[src/rtl/branch_history_tracker_if.sv]
// rtl/branch_history_tracker_if.sv - predictor-side bus of the speculative branch history tracker
interface branch_history_tracker_if #(
  parameter int HIST_LEN = 16,
  parameter int DEPTH    = 8,
  parameter int ADDR_W   = 31
);
  localparam int IDX_W = $clog2(DEPTH);

  logic                IN_predValid;
  logic [ADDR_W-1:0]   IN_predAddr;
  logic                IN_predTaken;
  logic [2:0]          IN_predTageID;
  logic [2:0]          IN_predUseful;
  logic                OUT_predReady;
  logic [IDX_W-1:0]    OUT_predIdx;
  logic [HIST_LEN-1:0] OUT_history;
  logic                IN_resValid;
  logic                IN_resTaken;
  logic                IN_flush;
  logic                OUT_mispredict;
  logic                OUT_writeValid;
  logic [ADDR_W-1:0]   OUT_writeAddr;
  logic [HIST_LEN-1:0] OUT_writeHistory;
  logic [2:0]          OUT_writeTageID;
  logic                OUT_writeTaken;
  logic [2:0]          OUT_writeUseful;
  logic                OUT_writePred;

  // pipeline / predictor side
  modport master (
    output IN_predValid, IN_predAddr, IN_predTaken, IN_predTageID, IN_predUseful,
    output IN_resValid, IN_resTaken, IN_flush,
    input  OUT_predReady, OUT_predIdx, OUT_history, OUT_mispredict,
    input  OUT_writeValid, OUT_writeAddr, OUT_writeHistory, OUT_writeTageID,
    input  OUT_writeTaken, OUT_writeUseful, OUT_writePred
  );

  // tracker side
  modport slave (
    input  IN_predValid, IN_predAddr, IN_predTaken, IN_predTageID, IN_predUseful,
    input  IN_resValid, IN_resTaken, IN_flush,
    output OUT_predReady, OUT_predIdx, OUT_history, OUT_mispredict,
    output OUT_writeValid, OUT_writeAddr, OUT_writeHistory, OUT_writeTageID,
    output OUT_writeTaken, OUT_writeUseful, OUT_writePred
  );
endinterface

[src/rtl/branch_history_tracker.sv]
// rtl/branch_history_tracker.sv - speculative global history with per-branch checkpoints; BHT_PATH_HIST_EN mixes addr[1] into history
module branch_history_tracker #(
  parameter int HIST_LEN = 16,
  parameter int DEPTH    = 8,
  parameter int ADDR_W   = 31
) (
  input  logic                    clk,
  input  logic                    rst,
  branch_history_tracker_if.slave bus
);
  localparam int IDX_W = $clog2(DEPTH);
  localparam int CNT_W = IDX_W + 1;

`ifdef BHT_PATH_HIST_EN
  localparam logic PATH_EN = 1'b1;
`else
  localparam logic PATH_EN = 1'b0;
`endif

  typedef struct packed {
    logic [HIST_LEN-1:0] hist;
    logic [ADDR_W-1:0]   addr;
    logic [2:0]          tage_id;
    logic [2:0]          useful;
    logic                pred;
  } entry_t;

  entry_t              slots_q [DEPTH];
  logic [IDX_W-1:0]    head_q, head_d, tail_q, tail_d;
  logic [CNT_W-1:0]    count_q, count_d;
  logic [HIST_LEN-1:0] spec_hist_q, spec_hist_d, comm_hist_q, comm_hist_d;
  entry_t              wr_entry_q;
  logic                wr_valid_q, wr_taken_q, mispredict_q;

  entry_t              head_e;
  logic                ready, res_go, mispred, acc_go;
  logic [HIST_LEN-1:0] res_hist;

  // Event decode: flush beats mispredict beats accept; next-state for pointers and histories
  always_comb begin
    head_e      = slots_q[head_q];
    ready       = (count_q != CNT_W'(DEPTH));
    res_go      = bus.IN_resValid && (count_q != '0) && !bus.IN_flush;
    mispred     = res_go && (bus.IN_resTaken != head_e.pred);
    acc_go      = bus.IN_predValid && ready && !bus.IN_flush && !mispred;
    res_hist    = {head_e.hist[HIST_LEN-2:0], bus.IN_resTaken ^ (PATH_EN & head_e.addr[1])};
    head_d      = head_q;
    tail_d      = tail_q;
    count_d     = count_q;
    spec_hist_d = spec_hist_q;
    comm_hist_d = comm_hist_q;
    if (bus.IN_flush) begin
      spec_hist_d = comm_hist_q;
      head_d      = tail_q;
      count_d     = '0;
    end else begin
      if (res_go) begin
        head_d      = head_q + IDX_W'(1);
        comm_hist_d = res_hist;
      end
      if (mispred) begin
        // repair from the resolved checkpoint; everything younger is gone
        spec_hist_d = res_hist;
        tail_d      = head_q + IDX_W'(1);
        count_d     = '0;
      end else begin
        if (acc_go) begin
          spec_hist_d = {spec_hist_q[HIST_LEN-2:0],
                         bus.IN_predTaken ^ (PATH_EN & bus.IN_predAddr[1])};
          tail_d      = tail_q + IDX_W'(1);
        end
        count_d = count_q + CNT_W'(acc_go) - CNT_W'(res_go);
      end
    end
  end

  // Checkpoint storage: capture pre-shift history and predictor metadata at the tail
  always_ff @(posedge clk) begin
    if (acc_go) begin
      slots_q[tail_q] <= '{hist:    spec_hist_q,
                           addr:    bus.IN_predAddr,
                           tage_id: bus.IN_predTageID,
                           useful:  bus.IN_predUseful,
                           pred:    bus.IN_predTaken};
    end
  end

  // Pointer, count and history registers
  always_ff @(posedge clk or negedge rst) begin
    if (!rst) begin
      head_q      <= '0;
      tail_q      <= '0;
      count_q     <= '0;
      spec_hist_q <= '0;
      comm_hist_q <= '0;
    end else begin
      head_q      <= head_d;
      tail_q      <= tail_d;
      count_q     <= count_d;
      spec_hist_q <= spec_hist_d;
      comm_hist_q <= comm_hist_d;
    end
  end

  // Training port: pulse on each accepted resolve, payload holds between pulses
  always_ff @(posedge clk or negedge rst) begin
    if (!rst) begin
      wr_valid_q   <= 1'b0;
      mispredict_q <= 1'b0;
      wr_taken_q   <= 1'b0;
      wr_entry_q   <= '0;
    end else begin
      wr_valid_q   <= res_go;
      mispredict_q <= mispred;
      if (res_go) begin
        wr_entry_q <= head_e;
        wr_taken_q <= bus.IN_resTaken;
      end
    end
  end

  assign bus.OUT_predReady    = ready;
  assign bus.OUT_predIdx      = tail_q;
  assign bus.OUT_history      = spec_hist_q;
  assign bus.OUT_mispredict   = mispredict_q;
  assign bus.OUT_writeValid   = wr_valid_q;
  assign bus.OUT_writeAddr    = wr_entry_q.addr;
  assign bus.OUT_writeHistory = wr_entry_q.hist;
  assign bus.OUT_writeTageID  = wr_entry_q.tage_id;
  assign bus.OUT_writeTaken   = wr_taken_q;
  assign bus.OUT_writeUseful  = wr_entry_q.useful;
  assign bus.OUT_writePred    = wr_entry_q.pred;
endmodule

[src/flat_wrapper.sv]
// flat-port wrapper written by rule: the top's interface ports become plain ports
module branch_history_tracker_flat 
#(
  parameter int HIST_LEN = 16,
  parameter int DEPTH    = 8,
  parameter int ADDR_W   = 31
)
  (clk, rst, bus_IN_predValid, bus_IN_predAddr, bus_IN_predTaken, bus_IN_predTageID, bus_IN_predUseful, bus_IN_resValid, bus_IN_resTaken, bus_IN_flush, bus_OUT_predReady, bus_OUT_predIdx, bus_OUT_history, bus_OUT_mispredict, bus_OUT_writeValid, bus_OUT_writeAddr, bus_OUT_writeHistory, bus_OUT_writeTageID, bus_OUT_writeTaken, bus_OUT_writeUseful, bus_OUT_writePred);
  branch_history_tracker_if #(.HIST_LEN(HIST_LEN), .DEPTH(DEPTH), .ADDR_W(ADDR_W)) bus_i ();
  input  logic clk;
  input  logic rst;
  input wire logic [$bits(bus_i.IN_predValid)-1:0] bus_IN_predValid;
  input wire logic [$bits(bus_i.IN_predAddr)-1:0] bus_IN_predAddr;
  input wire logic [$bits(bus_i.IN_predTaken)-1:0] bus_IN_predTaken;
  input wire logic [$bits(bus_i.IN_predTageID)-1:0] bus_IN_predTageID;
  input wire logic [$bits(bus_i.IN_predUseful)-1:0] bus_IN_predUseful;
  input wire logic [$bits(bus_i.IN_resValid)-1:0] bus_IN_resValid;
  input wire logic [$bits(bus_i.IN_resTaken)-1:0] bus_IN_resTaken;
  input wire logic [$bits(bus_i.IN_flush)-1:0] bus_IN_flush;
  output wire logic [$bits(bus_i.OUT_predReady)-1:0] bus_OUT_predReady;
  output wire logic [$bits(bus_i.OUT_predIdx)-1:0] bus_OUT_predIdx;
  output wire logic [$bits(bus_i.OUT_history)-1:0] bus_OUT_history;
  output wire logic [$bits(bus_i.OUT_mispredict)-1:0] bus_OUT_mispredict;
  output wire logic [$bits(bus_i.OUT_writeValid)-1:0] bus_OUT_writeValid;
  output wire logic [$bits(bus_i.OUT_writeAddr)-1:0] bus_OUT_writeAddr;
  output wire logic [$bits(bus_i.OUT_writeHistory)-1:0] bus_OUT_writeHistory;
  output wire logic [$bits(bus_i.OUT_writeTageID)-1:0] bus_OUT_writeTageID;
  output wire logic [$bits(bus_i.OUT_writeTaken)-1:0] bus_OUT_writeTaken;
  output wire logic [$bits(bus_i.OUT_writeUseful)-1:0] bus_OUT_writeUseful;
  output wire logic [$bits(bus_i.OUT_writePred)-1:0] bus_OUT_writePred;
  assign bus_i.IN_predValid = bus_IN_predValid;
  assign bus_i.IN_predAddr = bus_IN_predAddr;
  assign bus_i.IN_predTaken = bus_IN_predTaken;
  assign bus_i.IN_predTageID = bus_IN_predTageID;
  assign bus_i.IN_predUseful = bus_IN_predUseful;
  assign bus_i.IN_resValid = bus_IN_resValid;
  assign bus_i.IN_resTaken = bus_IN_resTaken;
  assign bus_i.IN_flush = bus_IN_flush;
  assign bus_OUT_predReady = bus_i.OUT_predReady;
  assign bus_OUT_predIdx = bus_i.OUT_predIdx;
  assign bus_OUT_history = bus_i.OUT_history;
  assign bus_OUT_mispredict = bus_i.OUT_mispredict;
  assign bus_OUT_writeValid = bus_i.OUT_writeValid;
  assign bus_OUT_writeAddr = bus_i.OUT_writeAddr;
  assign bus_OUT_writeHistory = bus_i.OUT_writeHistory;
  assign bus_OUT_writeTageID = bus_i.OUT_writeTageID;
  assign bus_OUT_writeTaken = bus_i.OUT_writeTaken;
  assign bus_OUT_writeUseful = bus_i.OUT_writeUseful;
  assign bus_OUT_writePred = bus_i.OUT_writePred;
  branch_history_tracker #(.HIST_LEN(HIST_LEN), .DEPTH(DEPTH), .ADDR_W(ADDR_W)) u_core (.clk(clk), .rst(rst), .bus(bus_i));
endmodule
[config.mk]
export PLATFORM = sky130hd
export DESIGN_NAME = branch_history_tracker_flat
export DESIGN_NICKNAME = d
export VERILOG_FILES = /design/src/rtl/branch_history_tracker_if.sv /design/src/rtl/branch_history_tracker.sv /design/src/flat_wrapper.sv
export SDC_FILE = /design/constraint.sdc
export NUM_CORES = 1
export LEC_CHECK = 0
export ABC_AREA = 1
export BUFFER_PORTS_ARGS = -buffer_cell sky130_fd_sc_hd__buf_2
export CORE_MARGIN = 2
export CORE_UTILIZATION = 57
export DETAILED_ROUTE_END_ITERATION = 6
export GPL_TIMING_DRIVEN = 0
export HOLD_SLACK_MARGIN = 0.05
export PLACE_DENSITY = 0.75
export SLEW_MARGIN = 20
export SYNTH_ARGS = -nofsm -noshare
export SYNTH_HDL_FRONTEND = slang
export SYNTH_SLANG_ARGS = --single-unit
export TNS_END_PERCENT = 5
[constraint.sdc]
create_clock -name clk -period 10.7 [get_ports clk]
set_input_delay 0.535 -clock clk [delete_from_list [all_inputs] [get_ports clk]]
set_output_delay 0.535 -clock clk [all_outputs]
set_load 0.02 [all_outputs]
# Yosys cells after proc, flatten, opt, wreduce, memory -nomap -nowiden
# Memories as Yosys holds them, arrays and structs flattened.
# Cells that the tools add are included.
# word_totals
in_bits	44
register_bits	99
word_cells	46
memories	1
output_inout_bits	77
ramBits	432
# classes
reduce_logical	14
n_bitwise	1
add_sub_neg	4
n_eq_ne	2
muxes	11
# memory_table
memory	words	word_bits	read_ports	rd_clocked_by_memory_dff	wr	line	source
u_core.slots_q	8	54	1	0	1	branch_history_tracker.sv:28	entry_t slots_q [DEPTH];
# op_table
cell	n
$mux W16	3
$mux W3	4
$mux W4	2
$add A3 B1 Y3 const B	2
$logic_and A1 B1 Y1	6
$add A4 B1 Y4	1
$ne A4 B4 Y1 const B	1
$reduce_and A2 Y1	2
$reduce_bool A2 Y1	2
$reduce_bool A4 Y1	1
$sub A4 B1 Y4	1
$reduce_bool A3 Y1	1
$logic_not A1 Y1	2
$mux W1	2
$ne A1 B1 Y1	1
$not A1 Y1	1

# Logic depth before layout (Yosys ltp)
# Gate-level depths: netlist of run 1.
# logic_depth
depth_word	10
mapped_depth	15
depth_no_buf	14

# Worst setup path after synthesis of run 1
# Ideal clock, no wire load.
# synth_timing
path_type	input to register
start	input port bus_IN_flush
end	memory u_core.slots_q[0][0] (netlist name) (enable)
setup_slack_ps	5251
setup_ps	533
path_buffers	1
arrival_ps	4917
cell_stages	4
cell_sequence	buf_2 > inv_1 > nand3_1 > nor3_1
# synth_via
elab_chain_cells	7
# synth_rtl
item	line	source
from (decl)	flat_wrapper.sv:19	input wire logic [$bits(bus_i.IN_flush)-1:0] bus_IN_flush;
$logic_not A1 Y1 (*)	branch_history_tracker.sv:43, branch_history_tracker.sv:45	
$logic_and A1 B1 Y1	branch_history_tracker.sv:43	res_go = bus.IN_resValid && (count_q != '0) && !bus.IN_flush;
$logic_and A1 B1 Y1	branch_history_tracker.sv:44	mispred = res_go && (bus.IN_resTaken != head_e.pred);
$logic_not A1 Y1	branch_history_tracker.sv:45	acc_go = bus.IN_predValid && ready && !bus.IN_flush && !mispred;
$logic_and A1 B1 Y1 (*)	branch_history_tracker.sv:45	
$mux W1 (*)	branch_history_tracker.sv:79	if (acc_go) begin
$mux W1 (not written as such) (*)	branch_history_tracker.sv:80	slots_q[tail_q] <= '{hist: spec_hist_q,
to (decl)	branch_history_tracker.sv:28	
# Every way passes the cells marked *; elsewhere a longest branch is shown, timed or not.

# Worst setup path after layout of run 1
# layout_timing
start	register u_core.head_q[0]
end	memory u_core.slots_q[4][13] (netlist name) (enable)
# layout_via
elab_chain_cells	7
# layout_rtl
item	line	source
from (decl)	branch_history_tracker.sv:29	logic [IDX_W-1:0] head_q, head_d, tail_q, tail_d;
from (signal assigned)	branch_history_tracker.sv:91	head_q <= '0;
from (signal assigned)	branch_history_tracker.sv:97	head_q <= head_d;
$mem_v2 Z8 W54	-	
$ne A1 B1 Y1	branch_history_tracker.sv:44	
$logic_and A1 B1 Y1	branch_history_tracker.sv:44	
$logic_not A1 Y1	branch_history_tracker.sv:45	
$logic_and A1 B1 Y1	branch_history_tracker.sv:45	
$mux W1	branch_history_tracker.sv:79	
$mux W1 (not written as such)	branch_history_tracker.sv:80	
# Every way passes these cells.

==> results of run 1 <==
sequential cells by signal, summed over array words and instances (netlist names):
| register | count |
|---|---|
| u_core.slots_q | 432 |
| u_core.bus.OUT_writeAddr | 31 |
| u_core.bus.OUT_history | 16 |
| u_core.bus.OUT_writeHistory | 16 |
| u_core.count_q | 4 |
| u_core.bus.OUT_predIdx | 3 |
| u_core.bus.OUT_writeTageID | 3 |
| u_core.bus.OUT_writeUseful | 3 |
| u_core.head_q | 3 |
| u_core.bus.OUT_mispredict | 1 |
| u_core.bus.OUT_writePred | 1 |
| u_core.bus.OUT_writeValid | 1 |
| u_core.comm_hist_q | 1 |
synthesized netlist by cell type:
cell	n
buf_4	11
a31oi_1	1
fa_1	1
nor2_1	233
nand2_1	236
edfxtp_1	432
dfrtp_1	83
inv_2	2
nand2_4	1
xor2_1	3
buf_1	3
clkbuf_1	57
ha_1	8
nand3_2	3
a22oi_1	1
nor3_1	4
buf_6	6
xnor2_1	1
nand4_1	1
o221ai_1	73
o21ai_0	229
buf_2	27
nor2_2	1
o211ai_1	10
o21ai_1	4
nand3_4	2
a21oi_1	1
inv_1	35
nand2_2	2
o22ai_1	28
nand3_1	77
logic make-up after synthesis:
group | after synthesis
fa+ha+maj | 9
compound gates | 347
flops | 515
xor+xnor | 4
buf+inv | 141
simple gates | 560
final timing paths:
check | start | to | slack (ns) | cells after the start
hold reg to reg | u_core.bus.OUT_writeUseful[2] | u_core.bus.OUT_writeUseful[2] | 0.47 | 2
setup reg to reg | u_core.head_q[0] | u_core.slots_q[4][13] | 7.31 | 14
hold / removal | bus_IN_predAddr[23] | u_core.slots_q[6][30] | 0.21 | 1
min in group asynchronous | rst | u_core.count_q[1] | 0.42 | 2
setup / recovery | u_core.head_q[0] | u_core.slots_q[4][13] | 7.31 | 14
max in group asynchronous | rst | u_core.bus.OUT_writeHistory[15] | 9.67 | 3
final cells by class:
cell class | instances | share of cell area, %
Antenna cell | 4 | 0.0423
Buffer | 104 | 2.16
Sequential cell | 515 | 63.6
Clock inverter | 32 | 1.51
Clock buffer | 64 | 5.77
Tap cell | 455 | 2.40
Multi-Input combinational cell | 920 | 19.2
Inverter | 37 | 0.587
Timing Repair Buffer | 161 | 4.77
power groups by stage:
stage	registers [W]	logic (W)	clock network (W)
2_1_floorplan	0.00285	0.00114	0
3_3_place_gp	0.00275	0.00199	0
3_5_place_dp	0.00274	0.00209	0
4_1_cts	0.00271	0.00212	0.00185
5_1_grt	0.00274	0.00232	0.00193
6_report	0.00272	0.00214	0.00184
per-layer routing:
layer	vias to the layer above	share of wire, %	wire, µm	GRT usage (%)
li1	6178	-	-	-
met1	6889	38	20300	39.6
met2	814	49	26500	48.7
met3	130	9.9	5330	5.43
met4	4	3.4	1850	12.5
met5	-	0.050	27	0
through the flow:
step / setup slack (ns) / total power (W) / hold slack (ns)
floorplan: 5.25 / 0.00400 / 0.239
global placement: 1.30 / 0.00474 / 0.458
detailed placement: 7.18 / 0.00484 / 0.460
CTS: 7.36 / 0.00668 / 0.194
global route: 7.12 / 0.00699 / 0.219
finish: 7.31 / 0.00670 / 0.210
==> key figures, run 1 <==
Clocking
  – Latest clock arrival within the worst-skew pair: approximately 0.6 ns
  – H-tree depth: 2
  – Hold-fix buffers, CTS: 1
  – Post_cts resized: 0
  – CTS tree: yes
  – Clock tree root buffer cell: clkbuf_16
  – Number of setup buffers added after CTS: 0
  – CTS Buf Count: 51
  – Clock transition at the registers of the reported paths: 0.06 ns
  – Max Root-Sink Buffers: 3
  – CTS sink count: approximately 520

Setup path
  – Family with the most delay on the worst path: simple AND/OR/NAND/NOR gates
  – Arrival @ worst endpoint: 3.68 ns
  – Startpoint types: flop
  – Crit path largest cell delay: between 0.5 and 0.6 ns
  – Crit-path cells: buf_4 -> nand2_1 -> nand3_1 -> nand3_2 -> nand2_1 -> nand2_2 -> nand3_4 -> nand2_1 -> nor3_2 -> buf_6 -> buf_6 -> buf_6 -> buf_4 -> buf_4
  – Crit Path Class: flop to flop
  – Worst Path Max Fanout: 10
  – Critical-path top delay cell: nor3_2
  – CP Capture Type: flop
  – CP bufs+invs: 6
  – Worst path required time: 10.99 ns

STA
  – Fmax: slightly below 300 MHz
  – Setup violators final: 0
  – Final hold viol count: 0
  – Worst slew pin tran: 0.818 ns
  – Tcrit/Tclk final: 31.7%
  – Slew Limit Fails: 0
  – Setup TNS: 0 ns
  – Min cycle time layout: approximately 3.4 ns
  – RSZ-0062 raised after global routing: false
  – Slew headroom: 45.5%
  – Skew final: ~0.019 ns

Place
  – Routability congestion estimate: 0.839
  – DP HPWL: 35200 µm
  – Placed cell areas: 21900 µm²
  – Dpl cells: 2191
  – Port Buffers: 120

Finish
  – Area of the multi-input gates: 4550 µm²
  – Post-Route Utilization: about two thirds
  – Layout Nets: approximately 1800
  – Post-route cell area: 23700 µm²
  – Register Area: 15000 µm²
  – Commonest non-fill, non-tap cells in the layout: edfxtp_1 (432), nand2_1 (236), nor2_1 (229), o21ai_0 (229), buf_2 (146)
  – Layout cells sized above 1: 16.6%
  – Fin cells: 2292
  – Fillcell total: 2377
  – Commonest non-fill, non-tap cell in the layout: edfxtp_1
  – Area Growth Syn to Fin: 17.2%

Detailed routing
  – Avg Vias per Cell: 6.11
  – DRC viols: 0
  – Via count: between 10000 and 15000
  – Aggregate routed wire length: 54000 µm
  – Initial DRT Pass Iterations: 7
  – WL per Instance: 23.6 µm
  – Antenna viol nets, final: 0
  – Number of DRC markers in iteration 0: about 1700

Global routing
  – Vias in the first global route: 14000
  – Largest net degree at the start of global routing: 46
  – First-pass GRT wire length: around 81000 µm
  – Total grt overflow: 0
  – Initial antenna violation count: 6
  – GRT Overall Usage: 29.8%

Synth
  – Mux cell area share after synthesis: 0%
  – Yosys top cell area share: 64.2%
  – Largest family of logic cells by synthesized area: simple AND/OR/NAND/NOR gates
  – Post-Synth XOR/XNOR Area: 0.173%
  – Simple-Gate Fraction of Synth Area: 11.2%
  – Synthesized area: 20200 µm²
  – Seq/Total Area, Yosys: 74.5%
  – Post-Syn Instances: 1576
  – Synth area leader: edfxtp_1
  – Mapped Nets: around 1600
  – Adder-cell share of the synthesized area: 0.595%
  – Yosys warns: 0
  – Synth cell types: 31
  – Yosys reg bits: 515
  – Complex-gate fraction of the synthesized area: 10.3%
  – Syn_area_per_cell: 12.8 µm²
  – Top cells by area, synth: edfxtp_1 (64%), dfrtp_1 (10%), o21ai_0 (5.7%), nand2_1 (4.4%), nor2_1 (4.3%)

Outcome
  – Status: complete, no violations

Power and ir drop
  – Net Sw Frac: 37.1%
  – Seq pwr share: about 40%
  – Power density over the cells: 283 nW/µm²
  – Internal power: 0.00421 W
  – Static Leak: 8.82 nW
  – Peak VDD IR: 0.180 mV
  – Clock Power Share: between 20% and 30%
  – Switching power: 0.00249 W
  – Combinational share of power: between 30% and 40%

Floorplan
  – I/O pins: ~120
  – Row cnt: 68
  – Die area: 37000 µm²
  – DIE HEIGHT: 192 µm
  – Die W: 192 µm
  – Core Region: 34700 µm²
  – Initial core utilization: 58.2%

Job
  – Max_cap viols: 0

Hold path
  – Tightest Hold Check Type: input port to flop
(Power assumes the default switching activity.)
==> run 2: changes to the inputs <==
--- a/config.mk
+++ b/config.mk
@@ -5,7 +5,7 @@
 export SDC_FILE = /design/constraint.sdc
 export NUM_CORES = 1
 export LEC_CHECK = 0
-export ABC_AREA = 1
+export ABC_AREA = 0
 export BUFFER_PORTS_ARGS = -buffer_cell sky130_fd_sc_hd__buf_2
 export CORE_MARGIN = 2
 export CORE_UTILIZATION = 57
==> constraint.sdc (replaced) <==
create_clock -name clk -period 3.48 [get_ports clk]
set_input_delay 0.174 -clock clk [delete_from_list [all_inputs] [get_ports clk]]
set_output_delay 0.174 -clock clk [all_outputs]
set_load 0.02 [all_outputs]
==> run 2 against run 1 <==
Compared with the run above: global-route usage decreased by 5.4 points; fmax rose by 0.90%; first-iteration DRC count decreased by 42%; sequential share of layout area is 0.40 points higher; utilization up 0.42 points; critical endpoint is now u_core.slots_q[3][14]; cell area is 0.62% lower; critical path depth decreased by 4; highest routed layer is now met4.
==> key figures, run 2 <==
Outcome
  – Status: complete, no violations

STA
  – Final worst-path setup slack: 0.120 ns (-7.19 ns)
  – Min cycle time layout: 3.36 ns (-0.0303 ns)
  – Fmax: 298 MHz (+0.90%)
  – Tcrit/Tclk final: 96.6% (+65 points)
  – Final hold viol count: 0 (unchanged)
  – Setup TNS: 0 ns (unchanged)
  – Slew headroom: 29.9% (-16 points)
  – Worst slew pin tran: 1.05 ns (+0.234 ns)
  – RSZ-0062 raised after global routing: true
  – Slew Limit Fails: 0 (unchanged)
  – Setup violators final: 0 (unchanged)
  – Skew final: 0.0219 ns (+0.00324 ns)

Clocking
  – CTS sink count: 515 (unchanged)
  – CTS tree: yes
  – Clock transition at the registers of the reported paths: 0.06 ns (about the same)
  – Max Root-Sink Buffers: 3 (unchanged)
  – Clock tree root buffer cell: clkbuf_16
  – CTS Buf Count: 49 (-3.9%)
  – Latest clock arrival within the worst-skew pair: 0.56 ns (-0.03 ns)
  – H-tree depth: 2 (unchanged)

Synth
  – Synth top cells by count: edfxtp_1 (432), mux4_2 (108), dfrtp_1 (83), nand2_1 (81), mux2i_1 (74)
  – Largest family of logic cells by synthesized area: multiplexers
  – Post-Syn Instances: 967 (-39%)
  – Complex-gate fraction of the synthesized area: 2.54% (-7.7 points)
  – Post-Synth XOR/XNOR Area: 0.311% (+0.14 points)
  – Mapped Nets: 1020 (-37%)
  – Seq/Total Area, Yosys: 76.5% (+1.9 points)
  – Yosys top cell area share: 65.9% (+1.7 points)
  – Synth area leader: edfxtp_1
  – Yosys reg bits: 515 (unchanged)
  – Synthesized area: 19700 µm² (-2.5%)
  – Post-synth EDFFs: 432 (unchanged)
  – Async S/R FF share, synth: 16.1% (unchanged)
  – Syn_area_per_cell: 20.4 µm² (+59%)
  – Simple-Gate Fraction of Synth Area: 2.29% (-8.9 points)
  – Ys flop type: edfxtp_1
  – Yosys warns: 0 (unchanged)
  – Mux cell area share after synthesis: 16.5% (+16 points)
  – Synth cell types: 36 (+16%)
  – Top cells by area, synth: edfxtp_1 (66%), mux4_2 (12%), dfrtp_1 (11%), mux2i_1 (3.8%), nand2_1 (1.5%)
  – Most numerous cell in the Yosys netlist: edfxtp_1
  – Adder-cell share of the synthesized area: 0.610% (+0.016 points)

Floorplan
  – Die W: 190 µm (-1.3%)
  – Initial core utilization: 57.4% (-0.77 points)
  – Die area: 36000 µm² (-2.5%)
  – DIE HEIGHT: 190 µm (-1.3%)
  – Row cnt: 68 (unchanged)
  – Core Region: 34300 µm² (-1.2%)
  – I/O pins: 121 (unchanged)

Job
  – Max_cap viols: 0 (unchanged)

Finish
  – Layout Nets: 1260 (-32%)
  – Most flops, register: u_core.slots_q
  – Layout cells sized above 1: 29.4% (+13 points)
  – Commonest non-fill, non-tap cell in the layout: edfxtp_1
  – Post-Route Utilization: 68.6% (+0.42 points)
  – Area Growth Syn to Fin: 19.6%
  – Max reg flops: 432 (unchanged)
  – Commonest non-fill, non-tap cells in the layout: edfxtp_1 (432), buf_2 (132), mux4_2 (108)
  – # diodes: 0 (-4)
  – Fillcell total: 2153 (-9.4%)

Place
  – Routability congestion estimate: 0.767 (-8.6%)
  – Port Buffers: 119 (-0.83%)
  – Worst slack at placement: -0.588 ns (-7.77 ns)
  – DP HPWL: 26700 µm (-24%)

Detailed routing
  – Via count: 10200 (-27%)
  – Aggregate routed wire length: 42700 µm (-21%)
  – Avg Vias per Cell: 6.02 (-1.6%)
  – Initial DRT Pass Iterations: 5 (-2)
  – DRC viols: 0 (unchanged)
  – Number of DRC markers in iteration 0: 983 (-42%)
  – WL per Instance: 25.1 µm (+6.4%)
  – Antenna viol nets, final: 0 (unchanged)

Power and ir drop
  – Total power: 0.0191 W (+190%)
  – Switching power: 0.00602 W (+140%)
  – Static Leak: 8.40 nW (-4.8%)
  – Net Sw Frac: 31.5% (-5.7 points)
  – Peak VDD IR: 0.537 mV (+200%)
  – Clock Power Share: 26.9% (-0.6 points)
  – Seq pwr share: 44.1% (+3.6 points)
  – Power density over the cells: 812 nW/µm² (+190%)
  – Internal power: 0.0131 W (+210%)
  – Combinational share of power: 29.0% (-3.0 points)

Setup path
  – Reg2reg end: u_core.slots_q[3][14]
  – Arrival @ worst endpoint: 3.63 ns (-0.05 ns)
  – RR Startpoint: u_core.count_q[2]
  – R2R cell count: 10 (-4)
  – Startpoint types: flop
  – Worst Path Max Fanout: 15 (+5)
  – Crit Path Class: flop to flop
  – CP Capture Type: flop
  – Setup crit start: u_core.count_q[2]
  – R2r setup slk: 0.12 ns (-7.19 ns)
  – Worst path required time: 3.75 ns (-7.24 ns)

Global routing
  – First-pass GRT wire length: 63900 µm (-21%)
  – GRT Overall Usage: 24.4% (-5.4 points)
  – Vias in the first global route: 10300 (-26%)
  – Largest net degree at the start of global routing: 57 (+24%)
  – Total grt overflow: 0 (unchanged)
  – Initial antenna violation count: 0 (-6)

Hold path
  – Tightest Hold Check Type: input port to asynchronous set/reset pin
run 2: cell type report:
cell class | count | area, µm² | share of cell area, %
Sequential cell | 515 | 15000 | 64.0
Multi-Input combinational cell | 391 | 4470 | 19.0
Timing Repair Buffer | 191 | 1620 | 6.88
Clock buffer | 65 | 1350 | 5.72
Tap cell | 455 | 569 | 2.42
Buffer | 49 | 229 | 0.973
Clock inverter | 26 | 216 | 0.920
Inverter | 10 | 37.5 | 0.160
run 2: kinds of logic (layout without fill, tap and decap cells):
| kind of cell | after synthesis | count (layout) |
|---|---|---|
| compound gates | 82 | 82 |
| xor+xnor | 7 | 7 |
| fa+ha+maj | 9 | 9 |
| buf+inv | 61 | 341 |
| flops | 515 | 515 |
| mux | 187 | 187 |
| simple gates | 106 | 106 |
run 2: power by group through the flow:
| stage | clock network, W | registers, W | logic [W] |
|---|---|---|---|
| after global placement | 0 | 0.00850 | 0.00527 |
| after CTS | 0.00523 | 0.00842 | 0.00561 |
| after global routing | 0.00547 | 0.00851 | 0.00596 |
| after detailed placement | 0 | 0.00854 | 0.00555 |
| after floorplan | 0 | 0.00881 | 0.00326 |
| final | 0.00515 | 0.00843 | 0.00554 |
run 2: per-stage QoR:
| step | hold slack (ns) | instance area [µm²] | std cells |
|---|---|---|---|
| 6_report | 0.0740 | 23500 | 1702 |
| 5_1_grt | 0.0969 | 23500 | 1702 |
| 4_1_cts | 0.0657 | 23500 | 1698 |
| 3_5_place_dp | 0.0812 | 21500 | 1568 |
| 3_3_place_gp | 0.438 | 20900 | 1541 |
| 2_1_floorplan | -0.122 | 19800 | 967 |
run 2: how the worst max path moves through the flow:
| stage | endpoint | slack [ns] | cells after the start |
|---|---|---|---|
| floorplan | u_core.slots_q[4][0] | -0.40 | 7 |
| global placement | u_core.slots_q[2][14] | -1.98 | 8 |
| detailed placement | u_core.count_q[2] | -0.59 | 13 |
| CTS | u_core.slots_q[0][22] | -0.24 | 11 |
| global route | u_core.slots_q[1][42] | -0.04 | 10 |
| finish | u_core.slots_q[3][14] | 0.12 | 10 |
run 2: what timing repair did:
action	in CTS	in global routing
gates cloned	0	0
hold endpoints to repair	388	0
endpoints found under the setup margin	103	134
hold buffers	40	0
setup buffers	1	4
gates resized for setup	1	0
pin swaps	1	4
run 2: worst max-delay path, stage by stage, from the launching register on:
cell and delay (ns):
dfrtp_1 0.36, inv_1 0.09, ha_1 0.16, or3b_2 0.51
and4_1 0.29, mux2i_4 0.32, buf_6 0.22, nand3_4 0.16
nor2_4 0.51, buf_16 0.24, buf_16 0.18
run 2: layer usage:
layer	vias up	track usage, %	wire length (µm)
li1	4371	-	-
met3	68	3.84	3020
met5	-	0	0
met1	5356	36.0	18000
met2	449	38.6	20800
met4	0	6.86	909
==> run 3: changes to the inputs <==
--- a/config.mk
+++ b/config.mk
@@ -5,14 +5,13 @@
 export SDC_FILE = /design/constraint.sdc
 export NUM_CORES = 1
 export LEC_CHECK = 0
-export ABC_AREA = 0
 export BUFFER_PORTS_ARGS = -buffer_cell sky130_fd_sc_hd__buf_2
 export CORE_MARGIN = 2
 export CORE_UTILIZATION = 57
 export DETAILED_ROUTE_END_ITERATION = 6
 export GPL_TIMING_DRIVEN = 0
 export HOLD_SLACK_MARGIN = 0.05
-export PLACE_DENSITY = 0.75
+export PLACE_DENSITY = 0.82
 export SLEW_MARGIN = 20
 export SYNTH_ARGS = -nofsm -noshare
 export SYNTH_HDL_FRONTEND = slang
==> run 3 against run 2 <==
Compared with the run above: global-route usage up 1.1 points; total power grew 2.4%; clock power is 5.6% higher; largest power group unchanged; first-iteration DRC count is 28% higher; die area unchanged; sequential power barely moved; routed wire length up 4.6%; via count grew 3.1%; sequential cell count unchanged; worst hold slack better by 0.054 ns; register-to-register slack lost 0.096 ns.
==> key figures, run 3 (same netlist as run 2, synthesis figures left out) <==
Clocking
  – CTS Buf Count: 49 (unchanged)
  – CTS tree: yes
  – H-tree depth: 2 (unchanged)
  – Max Root-Sink Buffers: 3 (unchanged)
  – Clock transition at the registers of the reported paths: 0.06 ns (about the same)
  – Latest clock arrival within the worst-skew pair: 0.56 ns (about the same)
  – CTS sink count: 515 (unchanged)
  – Clock tree root buffer cell: clkbuf_16

STA
  – Fmax: 289 MHz (-2.8%)
  – Final hold viol count: 0 (unchanged)
  – Setup violators final: 0 (unchanged)
  – RSZ-0062 raised after global routing: true
  – Tcrit/Tclk final: 99.3% (+2.8 points)
  – Min cycle time layout: 3.46 ns (+0.0965 ns)
  – Worst hold slack: 0.128 ns (+0.0545 ns)
  – Skew final: 0.0217 ns (-0.000203 ns)
  – Slew Limit Fails: 0 (unchanged)
  – Final worst-path setup slack: 0.0231 ns (-0.0965 ns)
  – Slew headroom: 33.0% (+3.1 points)
  – Worst slew pin tran: 1.01 ns (-0.0467 ns)

Setup path
  – Crit Path Class: flop to flop
  – Arrival @ worst endpoint: 3.71 ns (+0.08 ns)
  – Reg2reg end: u_core.slots_q[4][28]
  – Worst path required time: 3.73 ns (-0.02 ns)
  – Worst Path Max Fanout: 21 (+6)
  – CP Capture Type: flop
  – R2r setup slk: 0.02 ns (-0.10 ns)
  – RR Startpoint: u_core.head_q[0]
  – R2R cell count: 10 (unchanged)
  – Startpoint types: flop

Hold path
  – Tightest Hold Check Type: input port to flop
  – WHS Endpoint: u_core.head_q[2]
  – HP Start: bus_IN_resValid
  – Hold path cells: 4

Job
  – Max_cap viols: 0 (unchanged)

Place
  – Placed cell areas: 21600 µm² (+0.47%)
  – Worst slack at placement: -0.512 ns (+0.0762 ns)
  – Routability congestion estimate: 0.790 (+3.0%)
  – DP HPWL: 27900 µm (+4.3%)
  – Port Buffers: 119 (unchanged)

Floorplan
  – Die area: 36000 µm² (unchanged)
  – Initial core utilization: 57.4% (unchanged)
  – Core Region: 34300 µm² (unchanged)
  – DIE HEIGHT: 190 µm (unchanged)
  – I/O pins: 121 (unchanged)
  – Row cnt: 68 (unchanged)
  – Die W: 190 µm (unchanged)

Detailed routing
  – Initial DRT Pass Iterations: 5 (unchanged)
  – WL per Instance: 26.2 µm (+4.3%)
  – Via count: 10600 (+3.1%)
  – DRC viols: 0 (unchanged)
  – Aggregate routed wire length: 44700 µm (+4.6%)
  – Number of DRC markers in iteration 0: 1261 (+28%)
  – Avg Vias per Cell: 6.18 (+2.8%)
  – Antenna viol nets, final: 0 (unchanged)

Global routing
  – Initial antenna violation count: 0 (unchanged)
  – Total grt overflow: 0 (unchanged)
  – Largest net degree at the start of global routing: 60 (+5.3%)
  – First-pass GRT wire length: 67000 µm (+4.9%)
  – Vias in the first global route: 10800 (+4.6%)
  – GRT Overall Usage: 25.5% (+1.1 points)

Power and ir drop
  – Peak VDD IR: 0.466 mV (-13%)
  – Power density over the cells: 824 nW/µm² (+1.5%)
  – Static Leak: 8.51 nW (+1.3%)

Finish
  – Layout Nets: 1265 (+0.40%)
  – Post-Route Utilization: 69.2% (+0.61 points)
  – Fillcell total: 2026 (-5.9%)
  – Commonest non-fill, non-tap cell in the layout: edfxtp_1
  – Commonest non-fill, non-tap cells in the layout: edfxtp_1 (432), buf_2 (133), mux4_2 (108)
  – Max reg flops: 432 (unchanged)
  – Post-route cell area: 23700 µm² (+0.89%)
  – Area Growth Syn to Fin: 20.6%
  – Layout cells sized above 1: 30.0% (+0.68 points)
  – # diodes: 0 (unchanged)
  – Most flops, register: u_core.slots_q

Outcome
  – Status: complete, no violations
run 3: how the worst max path moves through the flow:
stage / startpoint / end / slack, ns / cells after the start
6_report: u_core.head_q[0] / u_core.slots_q[4][28] / 0.02 / 10
5_1_grt: u_core.count_q[2] / u_core.slots_q[4][29] / -0.14 / 11
4_1_cts: u_core.head_q[0] / u_core.slots_q[1][24] / 0.00005 / 10
3_5_place_dp: u_core.count_q[2] / u_core.count_q[2] / -0.51 / 13
3_3_place_gp: u_core.count_q[2] / u_core.slots_q[2][21] / -1.90 / 8
2_1_floorplan: u_core.head_q[0] / u_core.slots_q[4][0] / -0.40 / 7
run 3: layer usage:
metal / vias up / GRT usage, % / share of wire [%]
li1: 4382 / - / -
met1: 5512 / 35.6 / 39
met2: 573 / 42.6 / 51
met3: 90 / 3.80 / 7.6
met4: 0 / 7.39 / 2.4
met5: - / 0 / 0
run 3: critical path, stage by stage, from the launching register on:
cell and delay (ns):
dfrtp_1 0.41, buf_6 0.16, mux2_4 0.30, mux4_2 0.52, mux2i_4 0.37, buf_6 0.22
nand3b_1 0.09, buf_4 0.20, nor2_4 0.43, buf_16 0.23, buf_12 0.20
run 3: power breakdown:
part           leakage [nW]  switching, W  internal (W)  total [W]
Combinational          2.75       0.00322       0.00245    0.00568
Sequential             4.95      0.000713       0.00774    0.00846
Clock                 0.807       0.00222       0.00321    0.00544
Total                  8.51       0.00616        0.0134     0.0196
run 3: through the flow:
stage,setup TNS [ns],total power (W),cells
5_1_grt,-9.00,0.0203,1707
3_3_place_gp,-767.55,0.0137,1541
6_report,0,0.0196,1707
2_1_floorplan,-130.45,0.0121,967
3_5_place_dp,-17.46,0.0141,1570
4_1_cts,0,0.0196,1706
run 3: timing repair:
item / in CTS / in global routing
endpoints found under the hold margin: 388 / 0
gates resized for setup: 5 / 0
pin swaps: 3 / 5
setup endpoints to repair: 141 / 138
hold buffers: 41 / 0
buffers inserted: 6 / 1
run 3: layout make-up:
type                    instances  area (µm²)  share of cell area [%]
clock buffers                  55        1270                    5.34
multi-input cells             391        4470                    18.8
well taps                     455         569                    2.40
clock inverters                36         380                    1.60
flip-flops and latches        515       15000                    63.4
inverters                      10        37.5                   0.158
repair buffers                196        1740                    7.32
plain buffers                  49         230                   0.970
